--- config.mk ---
export PLATFORM = sky130hd
export DESIGN_NAME = ahb_cfg_slave
export DESIGN_NICKNAME = d
export VERILOG_FILES = /design/src/rtl/ahb_cfg_slave.sv
export SDC_FILE = /design/constraint.sdc
export NUM_CORES = 1
export LEC_CHECK = 0
export ABC_AREA = 1
export BUFFER_PORTS_ARGS = -buffer_cell sky130_fd_sc_hd__buf_2
export CAP_MARGIN = 20
export CORE_MARGIN = 4
export CORE_UTILIZATION = 45
export CTS_CLUSTER_DIAMETER = 100
export DETAILED_ROUTE_END_ITERATION = 16
export PLACE_DENSITY_LB_ADDON = 0.12
export REMOVE_ABC_BUFFERS = 1
export SLEW_MARGIN = 15
export SYNTH_ARGS = -nofsm -noshare
export SYNTH_HDL_FRONTEND = slang
export SYNTH_SLANG_ARGS = --single-unit
--- constraint.sdc ---
create_clock -name ahb_hclk -period 5.65 [get_ports ahb_hclk]
set_input_delay 0.8475 -clock ahb_hclk [delete_from_list [all_inputs] [get_ports ahb_hclk]]
set_output_delay 0.8475 -clock ahb_hclk [all_outputs]
set_load 0.05 [all_outputs]
--- src/rtl/ahb_cfg_slave.sv ---
// AHB-Lite configuration slave for the edge-detector core: register file,
// start pulse, status/done tracking and a registered done interrupt.
module ahb_cfg_slave #(
    parameter int BUSWIDTH = 32,
    parameter int DIM_W    = 16
) (
    input  logic                ahb_hclk,
    input  logic                ahb_hreset,
    input  logic                ahb_hsel,
    input  logic [1:0]          ahb_htrans,
    input  logic                ahb_hwrite,
    input  logic [BUSWIDTH-1:0] ahb_haddr,
    input  logic [BUSWIDTH-1:0] ahb_hwdata,
    output logic [BUSWIDTH-1:0] ahb_hrdata,
    output logic                ahb_hready,
    output logic                ahb_hresp,
    input  logic                core_busy,
    input  logic                core_done,
    output logic                cfg_start,
    output logic [BUSWIDTH-1:0] cfg_src_addr,
    output logic [BUSWIDTH-1:0] cfg_dst_addr,
    output logic [DIM_W-1:0]    cfg_width,
    output logic [DIM_W-1:0]    cfg_height,
    output logic                irq
);

    localparam logic [2:0] OFF_CTRL = 3'd0;
    localparam logic [2:0] OFF_STAT = 3'd1;
    localparam logic [2:0] OFF_SRC  = 3'd2;
    localparam logic [2:0] OFF_DST  = 3'd3;
    localparam logic [2:0] OFF_SIZE = 3'd4;

    // A rejected write's data phase is itself the first error cycle
    // (hready=0, hresp=1); ERR2 is the closing cycle of the response.
    typedef enum logic [1:0] {IDLE, WDATA, RDATA, ERR2} state_t;

    state_t              state, state_nxt;
    logic [2:0]          off_q;
    logic                accept, illegal, wr_commit;
    logic [BUSWIDTH-1:0] src_q, dst_q, src_d, dst_d, rd_val;
    logic [DIM_W-1:0]    width_q, height_q, width_d, height_d;
    logic                irq_en_q, irq_en_d, done_q, done_d;
    logic                unused_addr_bits;

    assign unused_addr_bits = ^{ahb_haddr[BUSWIDTH-1:5], ahb_haddr[1:0]};

    always_comb begin
        illegal = 1'b0;
        if (state == WDATA) begin
            if (off_q == OFF_CTRL && ahb_hwdata[0] &&
                (core_busy || width_q == '0 || height_q == '0))
                illegal = 1'b1;
            if (off_q == OFF_SIZE && core_busy)
                illegal = 1'b1;
        end
    end

    assign wr_commit = (state == WDATA) && !illegal;
    assign accept    = ahb_hsel && ahb_htrans[1] && ahb_hready && (state != ERR2);

    always_ff @(posedge ahb_hclk or posedge ahb_hreset) begin
        if (ahb_hreset)
            state <= IDLE;
        else
            state <= state_nxt;
    end

    always_comb begin
        state_nxt = IDLE;
        if (state == WDATA && illegal)
            state_nxt = ERR2;
        else if (accept)
            state_nxt = ahb_hwrite ? WDATA : RDATA;
    end

    always_comb begin
        ahb_hready = 1'b1;
        ahb_hresp  = 1'b0;
        case (state)
            WDATA: begin
                if (illegal) begin
                    ahb_hready = 1'b0;
                    ahb_hresp  = 1'b1;
                end
            end
            ERR2:    ahb_hresp = 1'b1;
            default: ;
        endcase
    end

    // Next-cycle register view; reading from it gives read-after-write forwarding.
    always_comb begin
        src_d    = src_q;
        dst_d    = dst_q;
        width_d  = width_q;
        height_d = height_q;
        irq_en_d = irq_en_q;
        if (wr_commit) begin
            case (off_q)
                OFF_CTRL: irq_en_d = ahb_hwdata[1];
                OFF_SRC:  src_d    = ahb_hwdata;
                OFF_DST:  dst_d    = ahb_hwdata;
                OFF_SIZE: begin
                    width_d  = ahb_hwdata[DIM_W-1:0];
                    height_d = ahb_hwdata[16 +: DIM_W];
                end
                default: ;
            endcase
        end
        done_d = core_done ||
                 (done_q && !(wr_commit && off_q == OFF_STAT && ahb_hwdata[1]));
    end

    always_comb begin
        rd_val = '0;
        case (ahb_haddr[4:2])
            OFF_CTRL: rd_val[1] = irq_en_d;
            OFF_STAT: begin
                rd_val[0] = core_busy;
                rd_val[1] = done_d;
            end
            OFF_SRC:  rd_val = src_d;
            OFF_DST:  rd_val = dst_d;
            OFF_SIZE: begin
                rd_val[DIM_W-1:0]  = width_d;
                rd_val[16 +: DIM_W] = height_d;
            end
            default: ;
        endcase
    end

    always_ff @(posedge ahb_hclk or posedge ahb_hreset) begin
        if (ahb_hreset) begin
            off_q      <= '0;
            src_q      <= '0;
            dst_q      <= '0;
            width_q    <= '0;
            height_q   <= '0;
            irq_en_q   <= 1'b0;
            done_q     <= 1'b0;
            cfg_start  <= 1'b0;
            irq        <= 1'b0;
            ahb_hrdata <= '0;
        end else begin
            if (accept)
                off_q <= ahb_haddr[4:2];
            src_q      <= src_d;
            dst_q      <= dst_d;
            width_q    <= width_d;
            height_q   <= height_d;
            irq_en_q   <= irq_en_d;
            done_q     <= done_d;
            cfg_start  <= wr_commit && off_q == OFF_CTRL && ahb_hwdata[0];
            irq        <= done_q && irq_en_q;
            ahb_hrdata <= (accept && !ahb_hwrite) ? rd_val : '0;
        end
    end

    assign cfg_src_addr = src_q;
    assign cfg_dst_addr = dst_q;
    assign cfg_width    = width_q;
    assign cfg_height   = height_q;

endmodule

==> impl_metrics.prom, run 1 <==
# TYPE chip_impl_metric gauge
chip_impl_metric{name="drive_above_1_share",unit="%"} 20.7
chip_impl_metric{name="wl_per_cell",unit="um"} 15.4
chip_impl_metric{name="post_synth_fa_ha_maj_area_fraction",unit="%"} 0
chip_impl_metric{name="initial_utilization",unit="%"} 46.5
chip_impl_metric{name="worst_slew_margin_rel",unit="%"} 26.5
chip_impl_metric{name="wire_length_of_the_first_global_routing_pass",unit="mm"} 34.4
chip_impl_metric{name="ir_worst_vdd",unit="uV"} 254
chip_impl_metric{name="p_per_area",unit="mW/mm2"} 577
chip_impl_metric{name="ff_latch_area",unit="mm2"} 0.00343
chip_impl_metric{name="post_synth_and_or_nand_nor_area_fraction",unit="%"} 31.4
chip_impl_metric{name="die_footprint",unit="mm2"} 0.0180
chip_impl_metric{name="cts-hold-fix-buffers",unit=""} 0
chip_impl_metric{name="slew_viol_final",unit=""} 0
chip_impl_metric{name="total_leakage_power",unit="nW"} 5.15
chip_impl_metric{name="pin_count_of_the_biggest_net_entering_global_routing",unit=""} 101
chip_impl_metric{name="synth-seq-cells",unit=""} 137
chip_impl_metric{name="post_synth_xor_area_fraction",unit="%"} 0
chip_impl_metric{name="die-width",unit="um"} 134
chip_impl_metric{name="post_synth_inst_count",unit=""} 1016
chip_impl_metric{name="antenna_found_initial",unit=""} 0
chip_impl_metric{name="insertion_delay",unit="ps"} 420
chip_impl_metric{name="total_chip_power",unit="W"} 0.00504
chip_impl_metric{name="core_region_area",unit="mm2"} 0.0154
chip_impl_metric{name="critical_path.max_stage_delay",unit="ps"} 680
chip_impl_metric{name="final_net_count",unit=""} 1231
chip_impl_metric{name="hpwlAfterDp",unit="mm"} 12.5
chip_impl_info{name="clock-root-buffer",value="sky130_fd_sc_hd__clkbuf_16"} 1
chip_impl_info{name="worstPathCellList",value="nor2_4, buf_4, nand3_1, nand2_1, buf_2"} 1
chip_impl_metric{name="final_min_period_over_clock_period",unit="%"} 58.8
chip_impl_metric{name="cts_post_setup_buffers_inserted",unit=""} 0
chip_impl_info{name="rsz0062_at_grt",value="no"} 1
chip_impl_metric{name="worstPathRequired",unit="ps"} 4800
chip_impl_metric{name="drtPass1Iterations",unit=""} 5
chip_impl_metric{name="period_needed",unit="ps"} 3320
chip_impl_info{name="cpMaxStageDelayCell",value="sky130_fd_sc_hd__buf_4"} 1
chip_impl_metric{name="synth_compound_area_share",unit="%"} 9.09
chip_impl_metric{name="wirelength",unit="mm"} 21.2
chip_impl_metric{name="number_of_global_route_vias_before_repair",unit=""} 6643
chip_impl_info{name="outcome",value="finished clean"} 1
chip_impl_metric{name="gr-total-overflow",unit=""} 0
chip_impl_metric{name="combined_global_route_utilization_of_all_metal_layers",unit="%"} 24.1
chip_impl_metric{name="number_of_levels_the_h_tree_was_split_into",unit=""} 4
chip_impl_metric{name="fmax",unit="MHz"} 301
chip_impl_metric{name="core.rowCount",unit=""} 45
chip_impl_metric{name="cts_buffer_depth",unit=""} 2
chip_impl_metric{name="drt_drc_violations_left",unit=""} 0
chip_impl_metric{name="die-height",unit="um"} 134
chip_impl_metric{name="dp.cells",unit=""} 1351
chip_impl_metric{name="multiInputGateArea",unit="mm2"} 0.00296
chip_impl_metric{name="critPathMaxFanout",unit=""} 69
chip_impl_metric{name="mappedNetlistArea",unit="mm2"} 0.00714
chip_impl_info{name="tritoncts",value="built"} 1
chip_impl_metric{name="final.fill_count",unit=""} 1492
chip_impl_info{name="crit_end_element",value="output pin"} 1
chip_impl_metric{name="worst_pin_slew",unit="ps"} 1100
chip_impl_metric{name="synth_cell_type_count",unit=""} 22
chip_impl_info{name="crit_path_start_kind",value="flop"} 1
chip_impl_info{name="synth_top_family_by_area",value="simple AND/OR/NAND/NOR gates"} 1
chip_impl_info{name="worst-setup-path-type",value="reg -> out"} 1
chip_impl_metric{name="clk_pin_slew_worst_paths",unit="ps"} 60
chip_impl_metric{name="detailedRoute.firstIterationViolations",unit=""} 528
chip_impl_metric{name="place.port_buffers",unit=""} 173
chip_impl_metric{name="hold_viol",unit=""} 0
chip_impl_metric{name="total_negative_setup_slack",unit="ps"} 0
chip_impl_info{name="min_path_type",value="reg -> reg"} 1
chip_impl_metric{name="number_of_warnings_reported_in_the_yosys_synthesis_log",unit=""} 0
chip_impl_metric{name="route.vias.total",unit=""} 6884
chip_impl_metric{name="insertedDiodeCount",unit=""} 0
chip_impl_metric{name="crit_arrival",unit="ps"} 2470
chip_impl_metric{name="drt-vias-per-instance",unit=""} 4.98
chip_impl_metric{name="stdcell_count",unit=""} 1382
chip_impl_metric{name="gp_congestion",unit=""} 0.808
chip_impl_metric{name="finalSetupViolations",unit=""} 0
chip_impl_metric{name="post_synth_mux_area_share",unit="%"} 0.158
chip_impl_metric{name="post_cts_resize_count",unit=""} 0
chip_impl_metric{name="clock_sink_count",unit=""} 137
chip_impl_metric{name="areaGrowthSynthToFinish",unit="%"} 22.3
chip_impl_metric{name="detail-route-antenna-nets",unit=""} 0
chip_impl_metric{name="synth_sequential_area_ratio",unit="%"} 48.0
chip_impl_metric{name="cts-buffers-inserted",unit=""} 17
chip_impl_metric{name="worst_clock_skew",unit="ps"} 8.16
chip_impl_metric{name="floorplan.io_pins",unit=""} 204
chip_impl_metric{name="timing.max_cap.violations",unit=""} 0
chip_impl_metric{name="post_synth.cell_area_avg",unit="um2"} 7.03
==> through the flow <==
| step | cell area [um2] | hold WS [ps] | utilization [%] | setup slack, ps |
|---|---|---|---|---|
| finish | 8730 | 462 | 56.8 | 2330 |
| global route | 8730 | 481 | 56.8 | 2260 |
| CTS | 8730 | 463 | 56.8 | 2370 |
| detailed placement | 8100 | 445 | 52.7 | 2530 |
| global placement | 8100 | 448 | 52.7 | 2530 |
| floorplan | 6850 | 433 | - | 266 |
==> placed cells by master (no fill, tap or decap), types with 2 or more instances in the layout <==
master,instances
sky130_fd_sc_hd__o21ai_0,106
sky130_fd_sc_hd__buf_2,173
sky130_fd_sc_hd__o21ai_1,22
sky130_fd_sc_hd__nor3_1,2
sky130_fd_sc_hd__clkinv_2,4
sky130_fd_sc_hd__clkbuf_1,3
sky130_fd_sc_hd__buf_4,9
sky130_fd_sc_hd__clkbuf_8,2
sky130_fd_sc_hd__nor3_2,2
sky130_fd_sc_hd__clkbuf_16,17
sky130_fd_sc_hd__nand2_2,2
sky130_fd_sc_hd__inv_2,17
sky130_fd_sc_hd__nand2_1,409
sky130_fd_sc_hd__inv_1,118
sky130_fd_sc_hd__nor2_1,25
sky130_fd_sc_hd__nand4_1,2
sky130_fd_sc_hd__nand3_2,2
sky130_fd_sc_hd__dfrtp_1,137
sky130_fd_sc_hd__nor2_4,3
sky130_fd_sc_hd__nand3_1,103
sky130_fd_sc_hd__bufinv_16,5
==> report_power, final <==
| part | internal, W | total (W) | switching, W | leakage, nW |
|---|---|---|---|---|
| sequential | 0.00128 | 0.00154 | 0.000260 | 1.74 |
| combinational | 0.000516 | 0.00228 | 0.00177 | 3.10 |
| clock | 0.000801 | 0.00121 | 0.000413 | 0.314 |
| total | 0.00260 | 0.00504 | 0.00244 | 5.15 |
==> final timing paths <==
| kind | slack [ps] | to | from | depth (start not counted) |
|---|---|---|---|---|
| setup / recovery | 2330 | ahb_hresp | state[1] | 5 |
| hold / removal | 460 | irq | done_q | 2 |
| setup reg to reg | 2690 | ahb_hrdata[0] | cfg_height[2] | 14 |
| hold reg to reg | 460 | irq | done_q | 2 |
| max in group asynchronous | 3910 | ahb_hrdata[13] | ahb_hreset | 3 |
| min in group asynchronous | 590 | ahb_hrdata[21] | ahb_hreset | 2 |
==> layer usage <==
| layer | track usage, % | wire length, um | up-vias |
|---|---|---|---|
| met3 | 5.44 | 1350 | 31 |
| met1 | 31.5 | 9210 | 3214 |
| li1 | - | - | 3432 |
| met5 | 0 | 0 | - |
| met4 | 7.66 | 386 | 0 |
| met2 | 40.1 | 10300 | 207 |
==> cell families after synthesis <==
family | Yosys count
buffers and inverters | 194
and+or+nand+nor | 555
DFF | 137
muxes | 1
AOI/OAI and AO/OA | 129
==> Yosys cell counts, drive strengths merged <==
master	count	area, um2
dfrtp	137	3430
nor3	4	20.0
buf	25	173
mux2	1	11.3
or2	1	6.26
nor2	29	111
o21ai	129	649
clkbuf	33	124
nand3	105	526
nand4	3	25.0
nand2	412	1550
and2	1	6.26
inv	136	510
==> flip-flops by register name (all words and copies together), names as in the netlist, 2 cells and up <==
name and cells:
ahb_hrdata 32, cfg_dst_addr 32, cfg_src_addr 32, cfg_height 16, cfg_width 16, off_q 3, state 2
==> area by class of cell <==
type / instances / area share (%)
Clock buffer: 22 / 5.32
Clock inverter: 9 / 1.95
Inverter: 136 / 5.90
Multi-Input combinational cell: 685 / 33.9
Sequential cell: 137 / 39.3
Tap cell: 211 / 3.02
Timing Repair Buffer: 182 / 10.7
==> worst max-delay path, delay by kind of cell (launching register included) <==
family                 cells  cell delay, ps
and+or+nand+nor            3             610
DFF                        1             410
buffers and inverters      2             950
No activity file was read; power rests on OpenSTA's default activity.
==> run 2: changes to the inputs <==
==> constraint.sdc (replaced) <==
create_clock -name ahb_hclk -period 3.27 [get_ports ahb_hclk]
set_input_delay 0.4905 -clock ahb_hclk [delete_from_list [all_inputs] [get_ports ahb_hclk]]
set_output_delay 0.4905 -clock ahb_hclk [all_outputs]
set_load 0.05 [all_outputs]
==> run 2 against run 1 <==
  * Worst hold slack worse by 250 ps
  * Highest routed layer unchanged
  * Critical endpoint unchanged
  * Power up 73%
  * Sequential power up 73%
  * First-iteration DRC count down 12%
  * Cell area up 1.2%
  * Count of clock-buffer cells in the layout down 3
  * Setup slack worse by 1600 ps
  * Final cell count up 0.51%
==> impl_metrics.prom, run 2 (same netlist as run 1, synthesis figures left out) <==
# TYPE chip_impl_metric gauge
chip_impl_metric{name="post_cts_resize_count",unit=""} 0
chip_impl_metric{name="hpwlAfterDp",unit="mm"} 13.1
chip_impl_metric{name="worst_clock_skew",unit="ps"} 7.56
chip_impl_metric{name="drt_drc_violations_left",unit=""} 0
chip_impl_metric{name="cts_post_setup_buffers_inserted",unit=""} 0
chip_impl_metric{name="insertion_delay",unit="ps"} 420
chip_impl_metric{name="worst_slew_margin_rel",unit="%"} 44.0
chip_impl_metric{name="clock_sink_count",unit=""} 137
chip_impl_metric{name="final_min_period_over_clock_period",unit="%"} 76.4
chip_impl_metric{name="core_region_area",unit="mm2"} 0.0154
chip_impl_metric{name="floorplan.io_pins",unit=""} 204
chip_impl_metric{name="worstPathRequired",unit="ps"} 2780
chip_impl_metric{name="areaGrowthSynthToFinish",unit="%"} 23.8
chip_impl_metric{name="ff2ff_path_depth",unit=""} 10
chip_impl_info{name="cpMaxStageDelayCell",value="sky130_fd_sc_hd__dfrtp_1"} 1
chip_impl_metric{name="finalSetupViolations",unit=""} 0
chip_impl_metric{name="slew_viol_final",unit=""} 0
chip_impl_metric{name="final_design_area_no_fill",unit="mm2"} 0.00884
chip_impl_metric{name="drive_above_1_share",unit="%"} 21.4
chip_impl_info{name="outcome",value="finished clean"} 1
chip_impl_info{name="rsz0062_at_grt",value="no"} 1
chip_impl_info{name="clock-root-buffer",value="sky130_fd_sc_hd__clkbuf_16"} 1
chip_impl_info{name="worst-setup-path-type",value="reg -> out"} 1
chip_impl_metric{name="drtPass1Iterations",unit=""} 5
chip_impl_metric{name="detailed_place.area",unit="mm2"} 0.00819
chip_impl_metric{name="initial_utilization",unit="%"} 46.5
chip_impl_metric{name="hold_viol",unit=""} 0
chip_impl_metric{name="critical_path.max_stage_delay",unit="ps"} 440
chip_impl_metric{name="pin_count_of_the_biggest_net_entering_global_routing",unit=""} 83
chip_impl_metric{name="place.port_buffers",unit=""} 173
chip_impl_metric{name="detailedPlace.worstSlack",unit="ps"} 902
chip_impl_metric{name="number_of_global_route_vias_before_repair",unit=""} 6616
chip_impl_info{name="crit_end_element",value="output pin"} 1
chip_impl_info{name="rr_endpoint",value="ahb_hrdata[26]"} 1
chip_impl_metric{name="period_needed",unit="ps"} 2500
chip_impl_metric{name="ir_worst_vdd",unit="uV"} 456
chip_impl_metric{name="core.rowCount",unit=""} 45
chip_impl_info{name="mostFrequentLayoutCells",value="sky130_fd_sc_hd__nand2_1 (409), sky130_fd_sc_hd__buf_2 (173), sky130_fd_sc_hd__dfrtp_1 (137)"} 1
chip_impl_metric{name="p_per_area",unit="mW/mm2"} 989
chip_impl_metric{name="antenna_found_initial",unit=""} 0
chip_impl_metric{name="die-width",unit="um"} 134
chip_impl_metric{name="drt-vias-per-instance",unit=""} 4.96
chip_impl_metric{name="detailedRoute.firstIterationViolations",unit=""} 463
chip_impl_info{name="layout.cells.most_common",value="sky130_fd_sc_hd__nand2_1"} 1
chip_impl_info{name="crit-reg2reg-launch",value="off_q[2]"} 1
chip_impl_metric{name="number_of_levels_the_h_tree_was_split_into",unit=""} 4
chip_impl_info{name="critPathMostFrequentCell",value="sky130_fd_sc_hd__nand2_1"} 1
chip_impl_metric{name="die_footprint",unit="mm2"} 0.0180
chip_impl_metric{name="route.vias.total",unit=""} 6888
chip_impl_metric{name="cts-hold-fix-buffers",unit=""} 0
chip_impl_metric{name="cts_buffer_depth",unit=""} 2
chip_impl_metric{name="fmax",unit="MHz"} 400
chip_impl_metric{name="gr-total-overflow",unit=""} 0
chip_impl_metric{name="gp_congestion",unit=""} 0.804
chip_impl_metric{name="wirelength",unit="mm"} 20.8
chip_impl_metric{name="wire_length_of_the_first_global_routing_pass",unit="mm"} 34.0
chip_impl_metric{name="setup_ws",unit="ps"} 773
chip_impl_info{name="min_path_type",value="in -> async"} 1
chip_impl_metric{name="die-height",unit="um"} 134
chip_impl_metric{name="crit_arrival",unit="ps"} 2010
chip_impl_metric{name="final_net_count",unit=""} 1238
chip_impl_metric{name="timing.max_cap.violations",unit=""} 0
chip_impl_metric{name="cts-buffers-inserted",unit=""} 17
chip_impl_metric{name="detail-route-antenna-nets",unit=""} 0
chip_impl_metric{name="insertedDiodeCount",unit=""} 0
chip_impl_metric{name="reg2reg_setup_slack",unit="ps"} 850
chip_impl_metric{name="total_leakage_power",unit="nW"} 5.19
chip_impl_metric{name="clk_pin_slew_worst_paths",unit="ps"} 60
chip_impl_metric{name="combined_global_route_utilization_of_all_metal_layers",unit="%"} 23.9
chip_impl_metric{name="wl_per_cell",unit="um"} 15.0
chip_impl_metric{name="worst_pin_slew",unit="ps"} 840
chip_impl_metric{name="critPathMaxFanout",unit=""} 5
chip_impl_info{name="crit_path_start_kind",value="flop"} 1
chip_impl_info{name="tritoncts",value="built"} 1
chip_impl_info{name="worstPathCellList",value="or2_1, nor2_2, nand2_1, o21ai_2, nand3_1, nand2_1, buf_2"} 1
## run 2: changes by cell type in the layout (fill, tap and decap cells not counted)
cell                         delta
sky130_fd_sc_hd__clkinvlp_4     +5
sky130_fd_sc_hd__buf_4          +4
sky130_fd_sc_hd__buf_12         +3
sky130_fd_sc_hd__clkbuf_1       -3
sky130_fd_sc_hd__clkinv_2       -2
## run 2: final cells by class
cell class,instances,area (um2)
multi-input combinational,685,2960
clock inverter,12,198
timing repair buffer,189,1020
clock buffer,19,453
tap,211,264
sequential,137,3430
inverter,136,515
fill,1484,6530
## run 2: how the worst max path moves through the flow
stage,cells after the start,endpoint,start
floorplan,9,ahb_hrdata[30],state[0]
global placement,9,ahb_hrdata[24],ahb_hwdata[0]
detailed placement,11,ahb_hrdata[30],cfg_height[12]
CTS,7,ahb_hresp,off_q[2]
global route,10,ahb_hrdata[26],off_q[0]
finish,7,ahb_hresp,off_q[2]
## run 2: critical path: cells and delay by family, from the launching register on
family	cells	cell delay [ps]
AO/OA/AOI/OAI	1	90
flip-flops	1	440
buffers and inverters	1	260
AND/OR/NAND/NOR	5	800
## run 2: per-layer routing
layer	global-route usage (%)	vias to the layer above	part of all wire, %
li1	-	3447	-
met1	32.1	3193	45
met2	38.2	222	48
met3	5.59	26	6.2
met4	8.17	0	1.6
met5	0	-	0
## run 2: metrics by stage
stage	instances	TNS, ps	total power (W)	hold WS, ps	util (%)
after global routing	1389	0	0.00928	270	57.5
after global placement	1358	0	0.00659	447	53.3
final	1389	0	0.00874	208	57.5
after detailed placement	1358	0	0.00664	446	53.3
after CTS	1389	0	0.00880	244	57.5
after floorplan	958	-339440	0.00563	433	-
## run 2: report_power, final
part	leakage [nW]	switching (W)	total, W	internal [W]
registers	1.74	0.000449	0.00266	0.00222
clock network	0.303	0.000749	0.00214	0.00139
logic	3.15	0.00303	0.00394	0.000907
==> run 3: changes to the inputs <==
==> constraint.sdc (replaced) <==
create_clock -name ahb_hclk -period 2.1 [get_ports ahb_hclk]
set_input_delay 0.315 -clock ahb_hclk [delete_from_list [all_inputs] [get_ports ahb_hclk]]
set_output_delay 0.315 -clock ahb_hclk [all_outputs]
set_load 0.05 [all_outputs]
==> run 3 against run 2 <==
  * Sequential share of layout area down 2.3 points
  * Count of clock-buffer cells in the layout up 4
  * Worst hold slack worse by 110 ps
  * Core utilization up 3.6 points
  * Power up 56%
  * Sequential cell count unchanged
  * Sequential power up 53%
  * Die area unchanged
  * Setup slack worse by 750 ps
  * Routed wire length up 6.2%
  * Combinational power up 70%
==> impl_metrics.prom, run 3 (same netlist as run 1, synthesis figures left out) <==
# TYPE chip_impl_metric gauge
chip_impl_metric{name="total_leakage_power",unit="nW"} 5.49
chip_impl_metric{name="p_per_area",unit="mW/mm2"} 1450
chip_impl_metric{name="critical_path.n_buffers_inverters",unit=""} 2
chip_impl_metric{name="insertion_delay",unit="ps"} 420
chip_impl_metric{name="die_footprint",unit="mm2"} 0.0180
chip_impl_metric{name="wirelength",unit="mm"} 22.1
chip_impl_metric{name="drt-vias-per-instance",unit=""} 4.98
chip_impl_metric{name="detail-route-antenna-nets",unit=""} 0
chip_impl_metric{name="die-height",unit="um"} 134
chip_impl_metric{name="worstPathRequired",unit="ps"} 1780
chip_impl_metric{name="drtPass1Iterations",unit=""} 6
chip_impl_metric{name="drive_above_1_share",unit="%"} 25.8
chip_impl_metric{name="antenna_found_initial",unit=""} 0
chip_impl_metric{name="hold_viol",unit=""} 0
chip_impl_metric{name="cts-buffers-inserted",unit=""} 17
chip_impl_info{name="worstPathCellList",value="buf_4, nor2_4, nand2_2, o21ai_4, nand3_4, nand2_4, buf_8"} 1
chip_impl_metric{name="fmax",unit="MHz"} 482
chip_impl_info{name="tritoncts",value="built"} 1
chip_impl_metric{name="finalSetupViolations",unit=""} 0
chip_impl_metric{name="ir_worst_vdd",unit="uV"} 662
chip_impl_info{name="hold_path_end",value="done_q"} 1
chip_impl_info{name="critical_path.startpoint",value="off_q[1]"} 1
chip_impl_metric{name="postLayoutCoreUtil",unit="%"} 61.1
chip_impl_metric{name="die-width",unit="um"} 134
chip_impl_metric{name="final_design_area_no_fill",unit="mm2"} 0.00939
chip_impl_metric{name="number_of_levels_the_h_tree_was_split_into",unit=""} 4
chip_impl_metric{name="core.rowCount",unit=""} 45
chip_impl_info{name="rr_endpoint",value="ahb_hrdata[9]"} 1
chip_impl_metric{name="slew_viol_final",unit=""} 0
chip_impl_metric{name="detailedPlace.worstSlack",unit="ps"} 50.2
chip_impl_metric{name="number_of_global_route_vias_before_repair",unit=""} 6604
chip_impl_metric{name="pwr-share-comb",unit="%"} 49.2
chip_impl_metric{name="critical_path.max_stage_delay",unit="ps"} 390
chip_impl_metric{name="critPathMaxFanout",unit=""} 4
chip_impl_metric{name="wire_length_of_the_first_global_routing_pass",unit="mm"} 34.8
chip_impl_info{name="cpMaxStageDelayCell",value="sky130_fd_sc_hd__dfrtp_1"} 1
chip_impl_metric{name="detailedRoute.firstIterationViolations",unit=""} 412
chip_impl_metric{name="power.clock.fraction",unit="%"} 20.9
chip_impl_metric{name="detailed_place.area",unit="mm2"} 0.00847
chip_impl_info{name="crit-reg2reg-launch",value="off_q[1]"} 1
chip_impl_info{name="clock-root-buffer",value="sky130_fd_sc_hd__clkbuf_16"} 1
chip_impl_metric{name="holdPathStages",unit=""} 3
chip_impl_metric{name="worst_hold_slack",unit="ps"} 102
chip_impl_metric{name="timing.max_cap.violations",unit=""} 0
chip_impl_metric{name="worst_slew_margin_rel",unit="%"} 67.3
chip_impl_metric{name="switching_power",unit="W"} 0.00669
chip_impl_metric{name="dp.cells",unit=""} 1382
chip_impl_metric{name="gr-total-overflow",unit=""} 0
chip_impl_metric{name="combined_global_route_utilization_of_all_metal_layers",unit="%"} 24.6
chip_impl_metric{name="worst_pin_slew",unit="ps"} 491
chip_impl_info{name="crit_end_element",value="output pin"} 1
chip_impl_info{name="worst-setup-path-type",value="reg -> out"} 1
chip_impl_metric{name="final.fill_count",unit=""} 1446
chip_impl_info{name="crit_path_start_kind",value="flop"} 1
chip_impl_metric{name="switching_share_of_power",unit="%"} 49.0
chip_impl_info{name="mostFrequentLayoutCells",value="sky130_fd_sc_hd__nand2_1 (406), sky130_fd_sc_hd__buf_2 (171), sky130_fd_sc_hd__dfrtp_1 (136)"} 1
chip_impl_metric{name="power_frac_seq",unit="%"} 29.9
chip_impl_metric{name="final_min_period_over_clock_period",unit="%"} 98.9
chip_impl_metric{name="crit_arrival",unit="ps"} 1760
chip_impl_info{name="gate_family_responsible_for_the_most_delay_along_the_worst_path",value="simple AND/OR/NAND/NOR gates"} 1
chip_impl_info{name="outcome",value="finished clean"} 1
chip_impl_metric{name="timing.critical_path.depth",unit=""} 7
chip_impl_metric{name="clk_pin_slew_worst_paths",unit="ps"} 60
chip_impl_metric{name="insertedDiodeCount",unit=""} 0
chip_impl_metric{name="hpwlAfterDp",unit="mm"} 14.1
chip_impl_info{name="min_path_type",value="in -> reg"} 1
chip_impl_metric{name="pin_count_of_the_biggest_net_entering_global_routing",unit=""} 65
chip_impl_metric{name="areaGrowthSynthToFinish",unit="%"} 31.5
chip_impl_metric{name="clock_sink_count",unit=""} 137
chip_impl_info{name="layout.cells.most_common",value="sky130_fd_sc_hd__nand2_1"} 1
chip_impl_metric{name="period_needed",unit="ps"} 2080
chip_impl_metric{name="route.vias.total",unit=""} 7156
chip_impl_metric{name="stdcell_count",unit=""} 1438
chip_impl_metric{name="place.port_buffers",unit=""} 173
chip_impl_info{name="rsz0062_at_grt",value="yes"} 1
chip_impl_metric{name="setup_ws",unit="ps"} 23.4
chip_impl_metric{name="cts_buffer_depth",unit=""} 2
chip_impl_info{name="min-delay-start",value="core_done"} 1
chip_impl_metric{name="final_net_count",unit=""} 1287
chip_impl_metric{name="floorplan.io_pins",unit=""} 204
chip_impl_metric{name="core_region_area",unit="mm2"} 0.0154
chip_impl_metric{name="ff2ff_path_depth",unit=""} 14
chip_impl_metric{name="initial_utilization",unit="%"} 46.5
chip_impl_metric{name="drt_drc_violations_left",unit=""} 0
chip_impl_metric{name="worst_clock_skew",unit="ps"} 9.08
chip_impl_metric{name="gp_congestion",unit=""} 0.848
chip_impl_metric{name="reg2reg_setup_slack",unit="ps"} 100
chip_impl_metric{name="internal_power",unit="W"} 0.00695
chip_impl_metric{name="wl_per_cell",unit="um"} 15.4
## run 3: worst max path at each step
| stage | endpoint | slack, ps |
|---|---|---|
| after detailed placement | ahb_hrdata[26] | 50 |
| after global placement | ahb_hrdata[26] | 50 |
| final | ahb_hresp | 20 |
| after floorplan | ahb_hrdata[30] | -3080 |
| after global routing | ahb_hresp | -70 |
| after CTS | ahb_hresp | 20 |
## run 3: stage by stage
step | TNS, ps | total power [W]
after global routing | -390 | 0.0145
after detailed placement | 0 | 0.0105
final | 0 | 0.0136
after floorplan | -636550 | 0.00877
after CTS | 0 | 0.0135
after global placement | 0 | 0.0104
## run 3: area by class of cell
class | count | area (um2) | share of cell area (%)
multi-input cells | 685 | 3050 | 32.5
clock buffers | 23 | 488 | 5.20
well taps | 211 | 264 | 2.81
repair buffers | 238 | 1570 | 16.7
flip-flops and latches | 137 | 3430 | 36.5
inverters | 136 | 515 | 5.49
clock inverters | 8 | 70.1 | 0.746
## run 3: power by group through the flow
stage          Sequential, W  Clock (W)  Combinational [W]
2_1_floorplan        0.00689          0            0.00188
3_3_place_gp         0.00412          0            0.00632
3_5_place_dp         0.00414          0            0.00640
4_1_cts              0.00409    0.00290            0.00649
5_1_grt              0.00421    0.00302            0.00729
6_report             0.00408    0.00285            0.00671
## run 3: worst register-to-register path, delay by kind of cell, from the launching register on
kind	cells	cell delay [ps]
flip-flops	1	390
AND/OR/NAND/NOR	9	790
AO/OA/AOI/OAI	1	220
buffers and inverters	4	520
## run 3: timing repair
action	CTS	global route
pin swaps	2	12
hold buffers	1	0
cloned	0	4
endpoints found under the setup margin	2	34
endpoints found under the hold margin	47	0
gates resized for setup	8	24
buffers inserted	3	17
## run 3: per-layer routing
metal | global-route usage, % | up-vias | share of wire (%)
met4 | 9.37 | 0 | 2.3
met1 | 32.0 | 3323 | 43
met5 | 0 | - | 0
li1 | - | 3547 | -
met2 | 39.8 | 251 | 47
met3 | 6.30 | 35 | 7.7
